[config.mk]
export PLATFORM = sky130hd
export DESIGN_NAME = two_3_dot_product_flat
export DESIGN_NICKNAME = d
export VERILOG_FILES = /design/src/rtl/two_3_pkg.sv /design/src/rtl/two_3_dot_product_if.sv /design/src/rtl/two_3_multiplier.sv /design/src/rtl/two_3_dot_product.sv /design/src/flat_wrapper.sv
export SDC_FILE = /design/constraint.sdc
export NUM_CORES = 1
export LEC_CHECK = 0
export CORE_ASPECT_RATIO = 1.1
export CORE_MARGIN = 1
export CORE_UTILIZATION = 37
export DETAILED_ROUTE_END_ITERATION = 10
export GPL_ROUTABILITY_DRIVEN = 0
export SLEW_MARGIN = 0
export SYNTH_ARGS = -nofsm -noshare
export SYNTH_HDL_FRONTEND = slang
export SYNTH_SLANG_ARGS = --single-unit
[constraint.sdc]
create_clock -name clock -period 3.5 [get_ports clock]
set_input_delay 0.7 -clock clock [delete_from_list [all_inputs] [get_ports clock]]
set_output_delay 0.7 -clock clock [all_outputs]
set_load 0.01 [all_outputs]
[src/rtl/two_3_pkg.sv]
// Shared definitions for the two_3 multiplier family: operand widths and
// the dot-product FSM state encoding.
package two_3_pkg;

  localparam int M_W = 2;
  localparam int Q_W = 3;
  localparam int P_W = 5;

  typedef enum logic {
    ACCUM = 1'b0,
    HOLD  = 1'b1
  } state_e;

endpackage

[src/rtl/two_3_dot_product_if.sv]
// Streaming operand/result bundle for two_3_dot_product, plus FSM debug view.
interface two_3_dot_product_if
  import two_3_pkg::*;
#(
  parameter int ACC_WIDTH = 8
) ();

  // Handshakes: a transfer happens on a rising edge where valid and ready are
  // both high; a source holds valid and its payload steady until it transfers,
  // and ready never depends combinationally on valid.
  logic                 clear;
  logic                 in_valid;
  logic                 in_ready;
  logic [M_W-1:0]       m;
  logic [Q_W-1:0]       q;
  logic                 out_valid;
  logic                 out_ready;
  logic [ACC_WIDTH-1:0] out_sum;
  logic                 out_overflow;
  logic                 busy;
  state_e               dbg_state;

  modport master (
    output clear, in_valid, m, q, out_ready,
    input  in_ready, out_valid, out_sum, out_overflow, busy, dbg_state
  );

  modport slave (
    input  clear, in_valid, m, q, out_ready,
    output in_ready, out_valid, out_sum, out_overflow, busy, dbg_state
  );

endinterface

[src/rtl/two_3_multiplier.sv]
// Combinational 2-bit x 3-bit unsigned multiplier.
module two_3_multiplier
  import two_3_pkg::*;
(
  input  logic [M_W-1:0] m,
  input  logic [Q_W-1:0] q,
  output logic [P_W-1:0] p
);

  assign p = P_W'(m) * P_W'(q);

endmodule

[src/rtl/two_3_dot_product.sv]
// Streaming saturating multiply-accumulate: sums LENGTH products of the
// wrapped two_3_multiplier and offers each result on a valid/ready port.
module two_3_dot_product
  import two_3_pkg::*;
#(
  parameter int LENGTH    = 4,
  parameter int ACC_WIDTH = 8
) (
  input  logic clock,
  input  logic reset_n,
  two_3_dot_product_if.slave bus
);

  localparam int                   CNT_W   = $clog2(LENGTH + 1);
  localparam logic [CNT_W-1:0]     LAST    = CNT_W'(LENGTH - 1);
  localparam logic [ACC_WIDTH-1:0] ACC_MAX = '1;

  state_e               state_q, state_d;
  logic [ACC_WIDTH-1:0] acc_q, acc_d;
  logic [ACC_WIDTH-1:0] sum_q, sum_d;
  logic [CNT_W-1:0]     count_q, count_d;
  logic                 ovf_q, ovf_d;
  logic                 oflow_q, oflow_d;
  logic                 valid_q, valid_d;

  logic [P_W-1:0]       p;
  logic [ACC_WIDTH:0]   acc_ext;
  logic                 clip;
  logic [ACC_WIDTH-1:0] acc_sat;

  two_3_multiplier u_mult (
    .m (bus.m),
    .q (bus.q),
    .p (p)
  );

  // One guard bit is enough: max accumulator plus max product never reaches 2^(W+1).
  assign acc_ext = {1'b0, acc_q} + {{(ACC_WIDTH + 1 - P_W){1'b0}}, p};
  assign clip    = acc_ext[ACC_WIDTH];
  assign acc_sat = clip ? ACC_MAX : acc_ext[ACC_WIDTH-1:0];

  always_ff @(posedge clock or negedge reset_n) begin
    if (!reset_n) begin
      state_q <= ACCUM;
      acc_q   <= '0;
      sum_q   <= '0;
      count_q <= '0;
      ovf_q   <= 1'b0;
      oflow_q <= 1'b0;
      valid_q <= 1'b0;
    end else begin
      state_q <= state_d;
      acc_q   <= acc_d;
      sum_q   <= sum_d;
      count_q <= count_d;
      ovf_q   <= ovf_d;
      oflow_q <= oflow_d;
      valid_q <= valid_d;
    end
  end

  always_comb begin
    state_d = state_q;
    acc_d   = acc_q;
    sum_d   = sum_q;
    count_d = count_q;
    ovf_d   = ovf_q;
    oflow_d = oflow_q;
    valid_d = valid_q;
    if (bus.clear) begin
      // Abort drops the partial sum and any pending result; out_sum keeps its last value.
      state_d = ACCUM;
      acc_d   = '0;
      count_d = '0;
      ovf_d   = 1'b0;
      valid_d = 1'b0;
    end else begin
      unique case (state_q)
        ACCUM: begin
          if (bus.in_valid) begin
            if (count_q == LAST) begin
              sum_d   = acc_sat;
              oflow_d = ovf_q | clip;
              valid_d = 1'b1;
              acc_d   = '0;
              count_d = '0;
              ovf_d   = 1'b0;
              state_d = HOLD;
            end else begin
              acc_d   = acc_sat;
              count_d = count_q + CNT_W'(1);
              ovf_d   = ovf_q | clip;
            end
          end
        end
        HOLD: begin
          if (bus.out_ready) begin
            valid_d = 1'b0;
            state_d = ACCUM;
          end
        end
        default: state_d = ACCUM;
      endcase
    end
  end

  assign bus.in_ready     = (state_q == ACCUM);
  assign bus.out_valid    = valid_q;
  assign bus.out_sum      = sum_q;
  assign bus.out_overflow = oflow_q;
  assign bus.busy         = (count_q != '0);
  assign bus.dbg_state    = state_q;

endmodule

[src/flat_wrapper.sv]
// flat-port wrapper written by rule: the top's interface ports become plain ports
module two_3_dot_product_flat import two_3_pkg::*;
#(
  parameter int LENGTH    = 4,
  parameter int ACC_WIDTH = 8
)
  (clock, reset_n, bus_clear, bus_in_valid, bus_m, bus_q, bus_out_ready, bus_in_ready, bus_out_valid, bus_out_sum, bus_out_overflow, bus_busy, bus_dbg_state);
  two_3_dot_product_if #(.ACC_WIDTH(ACC_WIDTH)) bus_i ();
  input  logic clock;
  input  logic reset_n;
  input wire logic [$bits(bus_i.clear)-1:0] bus_clear;
  input wire logic [$bits(bus_i.in_valid)-1:0] bus_in_valid;
  input wire logic [$bits(bus_i.m)-1:0] bus_m;
  input wire logic [$bits(bus_i.q)-1:0] bus_q;
  input wire logic [$bits(bus_i.out_ready)-1:0] bus_out_ready;
  output wire logic [$bits(bus_i.in_ready)-1:0] bus_in_ready;
  output wire logic [$bits(bus_i.out_valid)-1:0] bus_out_valid;
  output wire logic [$bits(bus_i.out_sum)-1:0] bus_out_sum;
  output wire logic [$bits(bus_i.out_overflow)-1:0] bus_out_overflow;
  output wire logic [$bits(bus_i.busy)-1:0] bus_busy;
  output wire logic [$bits(bus_i.dbg_state)-1:0] bus_dbg_state;
  assign bus_i.clear = bus_clear;
  assign bus_i.in_valid = bus_in_valid;
  assign bus_i.m = bus_m;
  assign bus_i.q = bus_q;
  assign bus_i.out_ready = bus_out_ready;
  assign bus_in_ready = bus_i.in_ready;
  assign bus_out_valid = bus_i.out_valid;
  assign bus_out_sum = bus_i.out_sum;
  assign bus_out_overflow = bus_i.out_overflow;
  assign bus_busy = bus_i.busy;
  assign bus_dbg_state = bus_i.dbg_state;
  two_3_dot_product #(.LENGTH(LENGTH), .ACC_WIDTH(ACC_WIDTH)) u_core (.clock(clock), .reset_n(reset_n), .bus(bus_i));
endmodule
# ---- Word-level counts from Yosys, hierarchy flattened
# Index checks and enable logic that the tools add are counted.
# Widths: inputs -> output; s select.
dict set report op_classes {
  add_sub_neg 2
  multipliers 1
  n_eq_ne 5
  muxes 23
  n_bitwise 3
  reduce_logical 5
}
# op n
set ops {}
lappend ops {{$mux 8} 5}
lappend ops {{$mux 1} 12}
lappend ops {{$mux 3} 4}
lappend ops {{$add 8x5->9} 1}
lappend ops {{$ne 3x3->1 const B} 2}
lappend ops {{$mul 2x3->5} 1}
lappend ops {{$pmux 1 s2} 2}
lappend ops {{$reduce_and 4->1} 1}
lappend ops {{$add 3x1->3 const B} 1}
lappend ops {{$eq 3x2->1 const B} 1}
lappend ops {{$ne 3x2->1 const B} 1}
lappend ops {{$reduce_and 3->1} 1}
lappend ops {{$reduce_bool 3->1} 1}
lappend ops {{$ne 2x2->1 const B} 1}
lappend ops {{$not 1->1} 2}
lappend ops {{$reduce_and 2->1} 1}
lappend ops {{$reduce_bool 2->1} 1}
lappend ops {{$or 1x1->1} 1}
dict set report totals {
  register_bits 23
}

# ---- Longest topological paths before layout
# Gate-level depths: netlist of the first run.
dict set report logic_depth {
  word_depth 7
  mapped_depth 8
}

# ---- Hierarchy
# Synthesis of the first run repeated with hierarchy kept, for this count alone.
dict set report hier_totals {
  cells_unflattened 157
  area_unflattened_um2 1503.9
}
# mod instances cells_each area_each_um2
set by_module_without_submodules {}
lappend by_module_without_submodules {two_3_dot_product 1 141 1383.8}
lappend by_module_without_submodules {two_3_multiplier 1 16 120.1}

# ---- Worst setup path before layout of the first run
# Ideal clock, no wire load.
dict set report synth_timing {
  path_kind {in2reg}
  startpoint {in bus_q[0]}
  endpoint {reg u_core.acc_q[5]}
  arrival_ns 2.730
  setup_slack_ns 0.646
  path_stages 8
  path_buffers 0
  path_cell_list {and2_1 > fa_1 > ha_1 > fa_1 > a21o_2 > a21oi_1 > nor3_1 > a211o_1}
}
dict set report synth_between {
  elab_chain_len 7
}
# element line_no
set synth_rtl {}
lappend synth_rtl {{start, declared} flat_wrapper.sv:14} ;# input wire logic [$bits(bus_i.q)-1:0] bus_q;
lappend synth_rtl {{$mul 2x3->5} two_3_multiplier.sv:10} ;# assign p = P_W'(m) * P_W'(q);
lappend synth_rtl {{$add 8x5->9} two_3_dot_product.sv:38} ;# assign acc_ext = {1'b0, acc_q} + {{(ACC_WIDTH + 1 - P_W){1'b0}}, p};
lappend synth_rtl {{$mux 8} two_3_dot_product.sv:40} ;# assign acc_sat = clip ? ACC_MAX : acc_ext[ACC_WIDTH-1:0];
lappend synth_rtl {{$mux 8} two_3_dot_product.sv:81} ;# if (count_q == LAST) begin
lappend synth_rtl {{$mux 8} two_3_dot_product.sv:80} ;# if (bus.in_valid) begin
lappend synth_rtl {{$mux 8} two_3_dot_product.sv:78} ;# unique case (state_q)
lappend synth_rtl {{$mux 8} two_3_dot_product.sv:70} ;# if (bus.clear) begin
lappend synth_rtl {{end signal, assigned} two_3_dot_product.sv:45} ;# acc_q <= '0;
lappend synth_rtl {{end signal, assigned} two_3_dot_product.sv:53} ;# acc_q <= acc_d;
lappend synth_rtl {{end, declared} two_3_dot_product.sv:19} ;# logic [ACC_WIDTH-1:0] acc_q, acc_d;
# Every way passes these cells. The select of a mux whose other input is x is not followed.
# A chain may end at the register's enable or synchronous reset.

# ---- Worst setup path after layout of the first run
dict set report layout_timing {
  startpoint {in bus_m[1]}
  endpoint {reg u_core.sum_q[7], in the netlist u_core.bus.out_sum[7]}
}
dict set report layout_between {
  elab_chain_len 3
}
# element line_no
set layout_rtl {}
lappend layout_rtl {{start, declared} flat_wrapper.sv:13} ;# input wire logic [$bits(bus_i.m)-1:0] bus_m;
lappend layout_rtl {{$mul 2x3->5} two_3_multiplier.sv:10}
lappend layout_rtl {{$add 8x5->9} two_3_dot_product.sv:38}
lappend layout_rtl {{$mux 8} two_3_dot_product.sv:40}
lappend layout_rtl {{end signal, assigned} two_3_dot_product.sv:54} ;# sum_q <= sum_d;
lappend layout_rtl {{end, declared} two_3_dot_product.sv:20} ;# logic [ACC_WIDTH-1:0] sum_q, sum_d;
# Every way passes these cells.

==> results of run 1 <==
==> where the power goes <==
part	switching [W]	leakage (nW)	internal (W)
clock network	0.0000934	0.0139	0.0000439
logic	0.0000805	0.449	0.000100
registers	0.0000180	0.309	0.000295
==> cell type report <==
type | instances | area (sq um)
Fill cell | 344 | 1737
Multi-Input combinational cell | 93 | 718.2
Sequential cell | 23 | 575.6
Timing Repair Buffer | 24 | 235.2
Tap cell | 48 | 60.06
Inverter | 8 | 30.03
Clock buffer | 3 | 22.52
Clock inverter | 1 | 7.507
==> sequential cells by signal (all words and copies together) (netlist names) <==
signal	flops
u_core.acc_q	8
u_core.bus.dbg_state	1
u_core.bus.out_overflow	1
u_core.bus.out_sum	8
u_core.bus.out_valid	1
u_core.count_q	3
u_core.ovf_q	1
==> worst paths after layout <==
check                                start                      end  slack, ns  cells past startpoint
max in group asynchronous          reset_n          u_core.acc_q[5]       2.57                      2
min reg2reg                   u_core.ovf_q  u_core.bus.out_overflow       0.51                      1
min                           u_core.ovf_q  u_core.bus.out_overflow       0.51                      1
max                               bus_m[1]    u_core.bus.out_sum[7]       0.53                     10
max reg2reg                u_core.acc_q[1]    u_core.bus.out_sum[7]       1.05                      8
min in group asynchronous          reset_n    u_core.bus.out_sum[1]       0.70                      2
==> critical path, stage by stage <==
cell and delay [ns]:
clkdlybuf4s50_1 0.49, and2_1 0.15, fa_1 0.43, ha_1 0.25, fa_1 0.40, a21o_2 0.22, a21oi_1 0.13, buf_4 0.15
nor3_1 0.06, o31ai_1 0.22
==> cell usage after synthesis, types with 2 or more instances <==
master / number
nor2b_1: 2
nor2_1: 6
a221o_1: 5
a31oi_1: 2
o31ai_1: 3
o22a_1: 6
o21ai_0: 5
and2_1: 4
ha_1: 8
nand2b_1: 4
mux2i_1: 2
a21o_2: 2
dfrtp_1: 23
a21oi_1: 6
inv_1: 8
xnor2_1: 2
fa_1: 3
nor3_1: 2
nand2_1: 14
==> stage by stage <==
stage / std cells / setup WS (ns) / total power, W / utilization (%)
after floorplan: 125 / 0.6458 / 0.0004117 / -
after global placement: 196 / 0.2134 / 0.0004958 / 47.82
after detailed placement: 196 / 0.1680 / 0.0005025 / 47.82
after CTS: 200 / 0.4980 / 0.0006388 / 48.71
after global routing: 200 / 0.4097 / 0.0006696 / 48.71
final: 200 / 0.5343 / 0.0006310 / 48.71
==> per-layer routing <==
metal | share of wire, % | wire, microns | track usage, %
met1 | 44 | 1251 | 19.13
met2 | 50 | 1406 | 29.69
met3 | 4.3 | 122 | 1.996
met4 | 1.9 | 53 | 8.929
met5 | 0 | 0 | 0
==> layout by cell type, fill, tap and decap left out, types with 2 or more instances in the layout <==
cell type | netlist | layout
o21ai_0 | 5 | 5
inv_1 | 8 | 8
buf_4 | 0 | 2
o31ai_1 | 3 | 3
xnor2_1 | 2 | 2
nor2b_1 | 2 | 2
nand2_1 | 14 | 14
clkdlybuf4s50_1 | 0 | 22
nor2_1 | 6 | 6
a21o_2 | 2 | 2
o22a_1 | 6 | 6
nor3_1 | 2 | 2
nand2b_1 | 4 | 4
a21oi_1 | 6 | 6
clkbuf_4 | 0 | 3
mux2i_1 | 2 | 2
a31oi_1 | 2 | 2
a221o_1 | 5 | 5
dfrtp_1 | 23 | 23
fa_1 | 3 | 3
ha_1 | 8 | 8
and2_1 | 4 | 4
==> cells by family (layout without fill, tap and decap cells) <==
kind of cell | Yosys count | count (layout) | synth area share, %
adders and majority gates | 11 | 11 | 12.06
buffers and inverters | 9 | 36 | 2.545
xor gates and xnor gates | 3 | 3 | 1.980
AOI/OAI and AO/OA | 36 | 36 | 20.26
and+or+nand+nor | 41 | 41 | 18.28
muxes | 2 | 2 | 1.508
DFF | 23 | 23 | 43.36
==> out/qor.txt, run 1 <==
fin nets: 174
clock buffer depth: 2
gr usage total: 16.71%
RSZ-0062 raised after global routing: no
Horiz. Die Dim: 59.11 microns
CTS tree: built
Syn Inst Count: 125
total core area: 0.003386 sq mm
Final Hold Fails: 0
post-CTS sizing: 0
Sum Neg Setup Slack: 0 ns
setup violators final: 0
CTS sink cnt: 23
Syn Area/Cell: 10.62 sq um
DRT Pass-1 Iters: 4
Port Buf Inserts: 22
number of flops mapped to enable cells by yosys: 0
vias in the first global route: 1116
CP max FO: 5
cts-stage hold buffer count: 0
Clk Latency, worst-skew pair: 0.33 ns
initial antenna violation count: 0
min cycle time layout: 2.966 ns
Chip Height: 64.82 microns
largest net degree at the start of global routing: 24
vias post-DR: 1043
Final HPWL DP: 2.142 mm
H-tree Lvls: 1
DP Area: 0.001619 sq mm
cell area after layout: 0.001649 sq mm
status: finished clean
Synth Cell Area: 0.001328 sq mm
Congestion Overflow GR: 0
relative slew slack: 49.26%
final period utilization: 84.73%
Post-synth top flop: dfrtp_1
die area: 0.003832 sq mm
Leak: 0.7721 nW
clock transition at the registers of the reported paths: 0.14 ns
Crit path required time: 3.74 ns
CP arrival: 3.21 ns
Final Max Slew Viols: 0
FF+latch count, synth: 23
Site Rows: 22
class of the worst hold path: flop to flop
buffer count from post-CTS setup fixing: 0
maxcap violations: 0
initial core utilization: 39.21%
measured slew at the worst slew-check pin: 0.7582 ns
Clock Skew: 0.004931 ns
via/cell ratio: 5.215
WL per Instance: 14.17 microns
VDD IR max: 117.7 uV
Routed WL: 2.833 mm
root buffer cell: clkbuf_4
Inserted Clock Buffers: 3
ys async rst share: 100.0%
Ports: 23
area delta synth->final: 24.22%
share of cells above drive strength 1: 9.868%
global-route wire length before repair: 4.781 mm
kind of critical path: primary input to flop
Yosys warnings: 0
crit end category: flop
count of different cell masters after synthesis: 37
Synthesized Nets: 146
WHS: 0.5096 ns
P per Cell Area: 382.6 mW/mm^2
sequential area share after synthesis: 43.36%
Synth area leader: dfrtp_1
Worst setup SP type: primary input
fmax: 0.3372 GHz
DRT antenna net count: 0
Synth top area share: 43.36%
largest cells by area after synthesis: dfrtp_1 43%, ha_1 7.5%, fa_1 4.5%, nand2_1 4.0%, o22a_1 4.0%
ANT cells: 0
First DRT Iteration DRCs: 14
DRC viols: 0
Power figures use the tool's default switching activity.
==> inputs of run 2 (changes only) <==
==> constraint.sdc (replaced) <==
create_clock -name clock -period 2.5 [get_ports clock]
set_input_delay 0.5 -clock clock [delete_from_list [all_inputs] [get_ports clock]]
set_output_delay 0.5 -clock clock [all_outputs]
set_load 0.01 [all_outputs]
==> run 2 against run 1 <==
Cell area is 7.7% higher. Clock skew is 0.0062 ns higher. Worst setup slack worse by 0.44 ns. Combinational power is 61% higher. Critical path type unchanged. Utilization is 3.7 points higher. Sequential power is 40% higher. Largest cell class unchanged. Sequential share of layout area is 2.5 points lower. Register-to-register slack worse by 0.92 ns.
==> out/qor.txt, run 2 (synthesis results as in run 1) <==
status: finished clean
initial core utilization: 39.21%
First DRT Iteration DRCs: 49
setup violators final: 0
root buffer cell: clkbuf_4
pre-CTS WS: -0.5406 ns
Port Buf Inserts: 22
Reg area: 575.6 sq um
CP arrival: 2.63 ns
Sw Pwr: 0.0002741 W
clock power share: 20.3%
final worst slack: 0.09096 ns
P per Cell Area: 516.5 mW/mm^2
Final Hold Fails: 0
area occupied by multi-input gates: 773.2 sq um
Site Rows: 22
vias in the first global route: 1137
DP Area: 0.001693 sq mm
fin nets: 184
clock transition at the registers of the reported paths: 0.15 ns
share of cells above drive strength 1: 22.84%
Inst Count DP: 204
Chip Height: 64.82 microns
global-route wire length before repair: 5.050 mm
Leak: 0.8409 nW
slowest CP cell: fa_1
Internal: 0.0006429 W
max incr delay on CP: 0.50 ns
DRT antenna net count: 0
min cycle time layout: 2.409 ns
cell area after layout: 0.001775 sq mm
CP max FO: 5
VDD IR max: 201.0 uV
initial antenna violation count: 0
relative slew slack: 46.53%
crit end category: flop
WHS: 0.5069 ns
maxcap violations: 0
ANT cells: 0
most common cell after layout, fill and taps aside: dfrtp_1
Horiz. Die Dim: 59.11 microns
number of buffer and inverter stages on the critical path: 1
Worst setup SP type: primary input
DRC viols: 0
sw frac: 29.90%
Clock Skew: 0.01117 ns
cts-stage hold buffer count: 0
part of the power in registers: 47.8%
total core area: 0.003386 sq mm
delay-heaviest family, CP: adder cells
CTS tree: built
via/cell ratio: 5.138
final period utilization: 96.36%
Crit path required time: 2.72 ns
RSZ-0062 raised after global routing: no
measured slew at the worst slew-check pin: 0.7991 ns
worst reg2reg path depth: 7
Inserted Clock Buffers: 3
Crit. path cell count: 9
die area: 0.003832 sq mm
non-filler cells, final: 210
H-tree Lvls: 1
clock buffer depth: 2
vias post-DR: 1079
Final HPWL DP: 2.130 mm
CTS sink cnt: 23
kind of critical path: primary input to flop
WL per Instance: 13.41 microns
number of fill cells: 310
Final Max Slew Viols: 0
power share of the combinational group: 31.9%
gr usage total: 17.48%
class of the worst hold path: primary input to asynchronous set/reset pin
Ports: 23
fmax: 0.4151 GHz
Congestion Overflow GR: 0
Critical Path, Cell by Cell: clkdlybuf4s15_1 -> and2_4 -> fa_1 -> ha_4 -> fa_2 -> a21o_4 -> a21oi_4 -> nor3_1 -> a211o_1
Routed WL: 2.816 mm
area delta synth->final: 33.74%
largest net degree at the start of global routing: 24
Core Util, Final: 52.44%
Clk Latency, worst-skew pair: 0.32 ns
most frequent cells in the layout: 23 x dfrtp_1, 17 x clkdlybuf4s50_1, 14 x nand2_1
DRT Pass-1 Iters: 5
## run 2: cell count changes in the layout (fill, tap and decap cells not counted), sizes merged
| cell | before | now |
|---|---|---|
| dlymetal6s2s | 0 | 1 |
| clkdlybuf4s15 | 0 | 2 |
| clkdlybuf4s50 | 22 | 17 |
| buf | 2 | 12 |
| clkbuf | 3 | 5 |
## run 2: power groups by stage
stage	clock network [W]	logic, W	registers, W
2_1_floorplan	0	0.000122	0.000457
3_5_place_dp	0	0.000282	0.000447
3_3_place_gp	0	0.000279	0.000445
5_1_grt	0.000212	0.000322	0.000445
4_1_cts	0.000191	0.000293	0.000440
6_report	0.000186	0.000292	0.000439
## run 2: repair_timing
item | CTS | global route
setup buffers | 2 | 0
gates resized for setup | 12 | 10
hold endpoints to repair | 0 | 0
pin swaps | 7 | 13
setup endpoints to repair | 16 | 10
## run 2: worst paths after layout
path / slack (ns) / to / start
setup / recovery: 0.09 / u_core.acc_q[5] / bus_q[0]
hold / removal: 0.51 / u_core.bus.out_sum[1] / reset_n
setup reg to reg: 0.13 / u_core.acc_q[5] / u_core.acc_q[1]
hold reg to reg: 0.51 / u_core.bus.out_sum[4] / u_core.bus.out_sum[4]
max in group asynchronous: 1.75 / u_core.acc_q[7] / reset_n
min in group clock: 0.51 / u_core.bus.out_sum[4] / u_core.bus.out_sum[4]
## run 2: routing by layer
layer / vias up / GRT usage (%) / share of wire, %
met2: 38 / 29.26 / 48
met4: 0 / 7.143 / 1.6
met5: - / 0 / 0
met1: 505 / 22.24 / 46
li1: 530 / - / -
met3: 6 / 2.595 / 4.0
## run 2: area by class of cell
cell class	count	share of cell area, %
clock inverter	1	0.4228
multi-input combinational	93	43.55
timing repair buffer	34	17.27
clock buffer	3	1.269
inverter	8	1.691
sequential	23	32.42
tap	48	3.383
## run 2: through the flow
stage | total power [W] | TNS, ns
5_1_grt | 0.0009791 | 0
3_5_place_dp | 0.0007297 | -7.504
2_1_floorplan | 0.0005792 | 0
6_report | 0.0009170 | 0
4_1_cts | 0.0009238 | 0
3_3_place_gp | 0.0007238 | -6.799
==> inputs of run 3 (changes only) <==
--- a/config.mk
+++ b/config.mk
@@ -10,6 +10,7 @@
 export CORE_UTILIZATION = 37
 export DETAILED_ROUTE_END_ITERATION = 10
 export GPL_ROUTABILITY_DRIVEN = 0
+export SKIP_CTS_REPAIR_TIMING = 1
 export SLEW_MARGIN = 0
 export SYNTH_ARGS = -nofsm -noshare
 export SYNTH_HDL_FRONTEND = slang
==> run 3 against run 2 <==
Critical endpoint is now u_core.bus.out_sum[5]. Largest power group unchanged. Sequential share of layout area is 0.56 points lower. Utilization is 0.92 points higher. Critical path depth is 1 higher. Final cell count stayed put. Maximum frequency is 1.1% lower. Die area stayed put. First-iteration DRC count is 22% higher. Hold slack worse by 0.0032 ns.
==> out/qor.txt, run 3 (synthesis results as in run 1) <==
most frequent cells in the layout: 23 x dfrtp_1, 17 x clkdlybuf4s50_1, 14 x nand2_1
DRT Pass-1 Iters: 4
Horiz. Die Dim: 59.11 microns
crit end category: flop
via/cell ratio: 5.124
CP arrival: 2.66 ns
Site Rows: 22
Inserted Clock Buffers: 3
First DRT Iteration DRCs: 60
status: finished clean
largest net degree at the start of global routing: 24
Reg area: 575.6 sq um
Final Max Slew Viols: 0
P per Cell Area: 508.3 mW/mm^2
initial core utilization: 39.21%
fmax: 0.4105 GHz
WL per Instance: 13.51 microns
area delta synth->final: 36.10%
setup violators final: 0
Crit path required time: 2.73 ns
CP max FO: 5
initial antenna violation count: 0
class of the worst hold path: primary input to asynchronous set/reset pin
min cycle time layout: 2.436 ns
most common cell after layout, fill and taps aside: dfrtp_1
Clock Skew: 0.01138 ns
die area: 0.003832 sq mm
power share of the combinational group: 31.8%
global-route wire length before repair: 5.016 mm
CTS sink cnt: 23
Sum Neg Setup Slack: 0 ns
ANT cells: 0
number of fill cells: 311
DRC viols: 0
fin nets: 184
area occupied by multi-input gates: 780.7 sq um
H-tree Lvls: 1
share of cells above drive strength 1: 22.22%
maxcap violations: 0
clock buffer depth: 2
vias in the first global route: 1131
Congestion Overflow GR: 0
Routed WL: 2.838 mm
DRT antenna net count: 0
clock transition at the registers of the reported paths: 0.15 ns
DP Area: 0.001693 sq mm
part of the power in registers: 47.7%
vias post-DR: 1076
total core area: 0.003386 sq mm
Internal: 0.0006436 W
Worst setup SP type: primary input
relative slew slack: 45.84%
FF-to-FF End: u_core.bus.out_sum[5]
root buffer cell: clkbuf_4
worst reg2reg startpoint: u_core.acc_q[1]
CTS tree: built
measured slew at the worst slew-check pin: 0.8094 ns
VDD IR max: 201.0 uV
Clk Latency, worst-skew pair: 0.32 ns
Sw Pwr: 0.0002747 W
Leak: 0.8809 nW
Core Util, Final: 53.36%
Chip Height: 64.82 microns
Final Hold Fails: 0
clock power share: 20.4%
final period utilization: 97.44%
worst reg2reg path depth: 8
sw frac: 29.91%
kind of critical path: primary input to flop
Port Buf Inserts: 22
cell area after layout: 0.001807 sq mm
worst reg2reg setup slack: 0.09 ns
Ports: 23
Final HPWL DP: 2.130 mm
gr usage total: 17.36%
[run 3: changes by cell type in the layout (fill, tap and decap cells not counted)]
cell / before / now
dlymetal6s2s_1: 1 / 5
clkbuf_2: 2 / 0
clkdlybuf4s15_1: 2 / 0
buf_4: 11 / 10
buf_6: 1 / 2
xnor2_1: 2 / 1
xnor2_2: 0 / 1
[run 3: final cells by class]
class	instances	area share (%)
clock buffer	3	1.247
clock inverter	1	0.4155
inverter	8	1.662
multi-input combinational	93	43.21
sequential	23	31.86
tap	48	3.324
timing repair buffer	34	18.28
[run 3: per-layer routing]
layer	GRT usage [%]	part of all wire (%)
met1	22.11	46
met2	28.98	48
met3	2.595	3.3
met4	7.143	1.9
met5	0	0
[run 3: worst max path at each step]
stage / slack, ns / to / from
after floorplan: 0.01 / u_core.acc_q[5] / bus_q[0]
after global placement: -0.49 / u_core.bus.out_sum[7] / bus_m[1]
after detailed placement: -0.54 / u_core.acc_q[5] / bus_m[1]
after CTS: -0.21 / u_core.bus.out_sum[7] / bus_m[1]
after global routing: -0.02 / u_core.bus.out_sum[7] / u_core.acc_q[1]
final: 0.06 / u_core.bus.out_sum[5] / bus_m[0]
[run 3: critical path: stages]
cell	delay (ns)
dlymetal6s2s_1	0.15
and2_4	0.17
fa_1	0.49
ha_4	0.19
fa_2	0.40
a21o_4	0.22
a21oi_4	0.23
buf_6	0.14
xnor2_2	0.10
a31oi_1	0.09
[run 3: stage by stage]
stage | std cells | hold slack, ns | setup slack (ns) | total power (W)
floorplan | 125 | 0.2044 | 0.01214 | 0.0005792
global placement | 204 | 0.4707 | -0.4870 | 0.0007238
detailed placement | 204 | 0.4757 | -0.5406 | 0.0007297
CTS | 208 | 0.5144 | -0.2057 | 0.0009145
global route | 210 | 0.5209 | -0.01827 | 0.0009786
finish | 210 | 0.5037 | 0.06403 | 0.0009183
[run 3: power groups by stage]
| stage | clock network, W | registers, W | logic, W |
|---|---|---|---|
| floorplan | 0 | 0.000457 | 0.000122 |
| global placement | 0 | 0.000445 | 0.000279 |
| detailed placement | 0 | 0.000447 | 0.000282 |
| CTS | 0.000191 | 0.000440 | 0.000283 |
| global route | 0.000212 | 0.000445 | 0.000321 |
| finish | 0.000187 | 0.000438 | 0.000292 |
